**config.mk**
```make
export PLATFORM = sky130hd
export DESIGN_NAME = pc_stack_unit
export DESIGN_NICKNAME = d
export VERILOG_FILES = /design/src/rtl/pc_stack_unit_pkg.sv /design/src/rtl/pc_stack_unit_call_stack.sv /design/src/rtl/pc_stack_unit.sv
export SDC_FILE = /design/constraint.sdc
export NUM_CORES = 1
export LEC_CHECK = 0
export ABC_CLOCK_PERIOD_IN_PS = 4050
export BUFFER_PORTS_ARGS = -buffer_cell sky130_fd_sc_hd__clkbuf_2
export CORE_ASPECT_RATIO = 1.25
export CORE_MARGIN = 3
export CORE_UTILIZATION = 55
export CTS_CLUSTER_DIAMETER = 50
export CTS_CLUSTER_SIZE = 24
export DETAILED_ROUTE_END_ITERATION = 8
export PLACE_DENSITY = 0.88
export SYNTH_ARGS = -nofsm -noshare
export SYNTH_HDL_FRONTEND = slang
export SYNTH_SLANG_ARGS = --single-unit
```
**constraint.sdc**
```tcl
create_clock -name clk -period 4.05 [get_ports clk]
set_input_delay 0 -clock clk [delete_from_list [all_inputs] [get_ports clk]]
set_output_delay 0 -clock clk [all_outputs]
set_load 0.02 [all_outputs]
```
**src/rtl/pc_stack_unit_pkg.sv**
```systemverilog
// Shared constants, stack control bundle and pointer sizing helper for the
// PIC10 program counter and call/return stack.
package pc_stack_unit_pkg;

   localparam logic [1:0] PC_SEL_STACK = 2'd0;
   localparam logic [1:0] PC_SEL_ALU   = 2'd1;
   localparam logic [1:0] PC_SEL_LIT   = 2'd2;
   localparam logic [1:0] PC_SEL_HOLD  = 2'd3;

   localparam int         PC_WIDTH_DEF     = 9;
   localparam logic [8:0] RESET_VECTOR_DEF = 9'h000;

   typedef struct packed {
      logic load;
      logic push;
      logic pop;
   } stack_ctrl_t;

   // A one-entry stack still needs a 1-bit pointer port.
   function automatic int ptr_width(input int depth);
      return (depth > 1) ? $clog2(depth) : 1;
   endfunction

endpackage

```
**src/rtl/pc_stack_unit_call_stack.sv**
```systemverilog
// Circular return-address stack: entry array, pointer, occupancy count and
// sticky overflow/underflow flags.
module call_stack
   import pc_stack_unit_pkg::*;
#(
   parameter int PC_WIDTH    = PC_WIDTH_DEF,
   parameter int STACK_DEPTH = 2
) (
   input  logic                                clk,
   input  logic                                rst,
   input  stack_ctrl_t                         ctrl,
   input  logic [PC_WIDTH-1:0]                 pc,
   output logic [PC_WIDTH-1:0]                 stack_top,
   output logic [ptr_width(STACK_DEPTH)-1:0]   sp,
   output logic                                stack_overflow,
   output logic                                stack_underflow
);

   localparam int SP_W  = ptr_width(STACK_DEPTH);
   localparam int OCC_W = $clog2(STACK_DEPTH + 1);
   localparam logic [SP_W-1:0]  SP_LAST  = SP_W'(STACK_DEPTH - 1);
   localparam logic [OCC_W-1:0] OCC_FULL = OCC_W'(STACK_DEPTH);

   logic [PC_WIDTH-1:0] mem [STACK_DEPTH];
   logic [OCC_W-1:0]    occ;
   logic [SP_W-1:0]     sp_up;
   logic [SP_W-1:0]     sp_dn;
   logic                push_only;
   logic                pop_only;

   // Simultaneous push and pop cancel: pointer, occupancy and flags untouched.
   assign push_only = ctrl.push & ~ctrl.pop;
   assign pop_only  = ctrl.pop  & ~ctrl.push;

   // Explicit wrap keeps the pointer legal for non power-of-two depths.
   assign sp_up = (sp == SP_LAST) ? '0 : sp + SP_W'(1);
   assign sp_dn = (sp == '0) ? SP_LAST : sp - SP_W'(1);

   assign stack_top = mem[sp];

   always_ff @(posedge clk) begin
      if (rst) begin
         sp              <= '0;
         occ             <= '0;
         stack_overflow  <= 1'b0;
         stack_underflow <= 1'b0;
         for (int i = 0; i < STACK_DEPTH; i++)
            mem[i] <= '0;
      end else begin
         if (ctrl.load)
            mem[sp] <= pc;
         if (push_only) begin
            sp <= sp_up;
            if (occ == OCC_FULL)
               stack_overflow <= 1'b1;
            else
               occ <= occ + OCC_W'(1);
         end else if (pop_only) begin
            // The pointer still retreats on underflow, mirroring PIC wrap.
            sp <= sp_dn;
            if (occ == '0)
               stack_underflow <= 1'b1;
            else
               occ <= occ - OCC_W'(1);
         end
      end
   end

endmodule

```
**src/rtl/pc_stack_unit.sv**
```systemverilog
// Program counter, PC source mux and skip/squash register for the PIC10 core;
// the return-address stack lives in call_stack.
module pc_stack_unit
   import pc_stack_unit_pkg::*;
#(
   parameter int                  PC_WIDTH     = PC_WIDTH_DEF,
   parameter int                  STACK_DEPTH  = 2,
   parameter logic [PC_WIDTH-1:0] RESET_VECTOR = PC_WIDTH'(RESET_VECTOR_DEF)
) (
   input  logic                                clk,
   input  logic                                rst,
   input  logic [1:0]                          pc_mux_select,
   input  logic                                load_pc,
   input  logic                                inc_pc,
   input  logic                                load_stack,
   input  logic                                inc_stack,
   input  logic                                dec_stack,
   input  logic                                skip_next_instruction,
   input  logic [7:0]                          alu_result,
   input  logic [8:0]                          instruction_literal,
   output logic [PC_WIDTH-1:0]                 pc,
   output logic [7:0]                          pcl,
   output logic [PC_WIDTH-1:0]                 stack_top,
   output logic [ptr_width(STACK_DEPTH)-1:0]   sp,
   output logic                                stack_overflow,
   output logic                                stack_underflow,
   output logic                                squash
);

   logic [PC_WIDTH-1:0] pc_next;
   stack_ctrl_t         stack_ctrl;

   assign stack_ctrl = '{load: load_stack, push: inc_stack, pop: dec_stack};
   assign pcl        = pc[7:0];

   // ALU source is zero-extended: CALL and PCL writes cannot reach the upper page.
   always_comb begin
      pc_next = pc;
      if (load_pc) begin
         case (pc_mux_select)
            PC_SEL_STACK: pc_next = stack_top;
            PC_SEL_ALU:   pc_next = PC_WIDTH'(alu_result);
            PC_SEL_LIT:   pc_next = PC_WIDTH'(instruction_literal);
            PC_SEL_HOLD:  pc_next = pc;
         endcase
      end else if (inc_pc) begin
         pc_next = pc + PC_WIDTH'(1);
      end
   end

   always_ff @(posedge clk) begin
      if (rst) begin
         pc     <= RESET_VECTOR;
         squash <= 1'b0;
      end else begin
         pc     <= pc_next;
         squash <= skip_next_instruction;
      end
   end

   call_stack #(
      .PC_WIDTH    (PC_WIDTH),
      .STACK_DEPTH (STACK_DEPTH)
   ) u_call_stack (
      .clk             (clk),
      .rst             (rst),
      .ctrl            (stack_ctrl),
      .pc              (pc),
      .stack_top       (stack_top),
      .sp              (sp),
      .stack_overflow  (stack_overflow),
      .stack_underflow (stack_underflow)
   );

endmodule

```
==> results_dict.tcl <==
set metrics [dict create \
    status "finished clean" \
    met2_usage_pct 33.3 \
    place_congestion 0.743 \
    syn_inst 186 \
    die_area_mm2 0.00425 \
    htreeDepth 2 \
    dp_slack_ns 2.39 \
    crit_arrival_ns 1.86 \
    worst_slack_ns 2.37 \
    final_common_cell "clkbuf_2" \
    grt_start_max_net_pins 20 \
    hold_path.class "input pin to flop" \
    power.leakage_uw 0.000994 \
    synth-edff-count 18 \
    cts_root_buf "clkbuf_8" \
    io_buffers 56 \
    drcViolationCount 0 \
    grtUsageMet1_pct 25.9 \
    fp.dieW_um 58.9 \
    area_growth_pct 15.3 \
    cap_violations 0 \
    cts_setup_buffers 0 \
    yosysWarnings 0 \
    clk_pin_slew_ns 0.07 \
    cts_buffer_depth 2 \
    min_path_cells 4 \
    rsz0062_at_grt "false" \
    critPathLaunchType "flop" \
    worstMarginPinSlew_ns 0.599 \
    p_per_area_mw_per_mm2 369 \
    fin_cells 269 \
    holdWs_ns 0.118 \
    vias_per_cell 5.81 \
    setup_viol 0 \
    critPathMaxFanout 9 \
    via_count 1563 \
    first_pass_iters 4 \
    synth_seq_cells 34 \
    tns_ns 0 \
    hold_violations 0 \
    slew_viol_final 0 \
    die_y_um 72.2 \
    dpl.cell_count 260 \
    cts_buffers 5 \
    syn_avg_cell_area_um2 10.4 \
    synth_area_mm2 0.00193 \
    fin_nets 265 \
    drive_gt1_share_pct 30.6 \
    cp_data_required_time_ns 4.23 \
    cts-hold-fix-buffers 1 \
    ff2ff_path_depth 5 \
    ys.flop_type "edfxtp_1" \
    seq_area_frac_synth_pct 44.7 \
    wl_per_cell_um 15.1 \
    post_cts_resized 0 \
    core_mm2 0.00328 \
    path_cells "ha_1, nand4_2, nor3_4, nor3_1, a2111oi_2" \
    grt_pass1_vias 1428 \
    grt_pass1_wl_mm 6.51 \
    cts_sinks 34 \
    grt_busiest_layer "met2" \
    clkLatencyLatePin_ns 0.29 \
    grt_use_met3_pct 5.34 \
    drt_iter0_markers 80 \
    antenna_found_initial 0 \
    finClkSkew_ns 0.00463 \
    peakVddDrop_mv 0.302 \
    totalWireLength_mm 4.06 \
    layout_min_cycle_time_ns 1.68 \
    timing.fmax_mhz 597 \
    cts_tree "built" \
    finalCritPeriodShare_pct 41.4 \
    cpLargestDelayFamily "simple AND/OR/NAND/NOR gates" \
    final_area_mm2 0.00222 \
    ios 57 \
    async_flop_share_pct 0 \
    num_rows 23 \
    synth_fp_nets 220 \
    yosysUniqueCellTypes 52 \
    antenna_cells 0 \
    critPathBufInv 0 \
    path_depth 5 \
    final_cell_mix "clkbuf_2, and2_1, edfxtp_1" \
    ant_nets 0 \
    initial_core_util_pct 58.7 \
    nFillCells 271 \
    grt_usage_pct 20.2 \
    slew_headroom_pct 60.0 \
    crit_slowest_cell "dfxtp_1" \
    end_kind "flop" \
    grt-ovfl-total 0 \
    dp_hpwl_mm 3.08 \
    placed_cell_area_mm2 0.00213 \
    cp_slowest_stage_delay_ns 0.45 \
    timing.setup.critical_path_class "flop to flop" \
]
-- power breakdown --
group	switching [uW]	internal [uW]
registers	25.0	387
clock network	118	119
logic	104	68.0
-- area by class of cell --
class	instances	area [um^2]	area share [%]
tap	37	46.3	2.08
inverter	7	26.3	1.18
multi-input combinational	126	916	41.2
timing repair buffer	57	290	13.1
sequential	34	861	38.7
clock inverter	2	10.0	0.450
clock buffer	6	72.6	3.27
-- stage by stage --
stage	total power, uW	util [%]
finish	820	67.7
global route	859	67.7
CTS	824	67.7
detailed placement	590	64.9
global placement	586	64.9
floorplan	541	-
-- routing by layer --
metal	up-vias	part of all wire, %
met5	-	0
met2	57	50
li1	765	-
met4	0	1.5
met1	732	42
met3	9	6.6
-- path summary, 6_finish.rpt --
| path | start | end | slack [ns] |
|---|---|---|---|
| min | dec_stack | u_call_stack.stack_underflow | 0.12 |
| max reg2reg | pc[0] | pc[8] | 2.37 |
| max | pc[0] | pc[8] | 2.37 |
| min reg2reg | u_call_stack.stack_overflow | u_call_stack.stack_overflow | 0.49 |
-- Yosys cell counts, types with 2 or more instances --
cell | n | share of area [%]
buf_4 | 9 | 3.5
nand3_1 | 3 | 0.78
a21oi_1 | 9 | 2.3
buf_6 | 2 | 1.2
a221oi_1 | 2 | 0.91
o21ai_1 | 3 | 0.78
dfxtp_1 | 16 | 17
a41oi_1 | 2 | 0.91
and2_1 | 18 | 5.8
nand2_1 | 11 | 2.1
nor2b_1 | 3 | 0.97
clkbuf_1 | 4 | 0.78
or2_1 | 2 | 0.65
mux2_1 | 8 | 4.7
inv_1 | 7 | 1.4
o21bai_1 | 2 | 0.78
o211ai_1 | 3 | 1.2
a221o_1 | 5 | 2.6
nor3_1 | 2 | 0.52
edfxtp_1 | 18 | 28
o21a_1 | 2 | 0.78
nor2_1 | 11 | 2.1
a211oi_1 | 4 | 1.6
nor3b_1 | 2 | 0.78
ha_1 | 7 | 4.5
a31oi_1 | 3 | 0.97
nand2b_1 | 2 | 0.65
buf_2 | 2 | 0.52
-- worst reg2reg max path: cells and delay by family (launching register included) --
family,cells,cell delay (ns)
AOI/OAI and AO/OA,1,0.34
and+or+nand+nor,3,0.51
adders and majority gates,1,0.28
DFF,1,0.45
-- cell families (layout without fill, tap and decap cells) --
group | Yosys count | after routing | share of synthesized area, %
compound gates | 45 | 45 | 17.4
xor+xnor | 1 | 1 | 0.455
fa+ha+maj | 7 | 7 | 4.55
buf+inv | 26 | 72 | 7.79
flops | 34 | 34 | 44.7
mux | 9 | 9 | 5.26
simple gates | 64 | 64 | 19.9
-- sequential cells by signal, indices dropped and copies added (netlist names), named ones only --
register	cells
u_call_stack.stack_underflow	1
squash	1
u_call_stack.mem	18
u_call_stack.occ	2
u_call_stack.stack_overflow	1
u_call_stack.sp	1
pc	9
(Power assumes the default switching activity.)
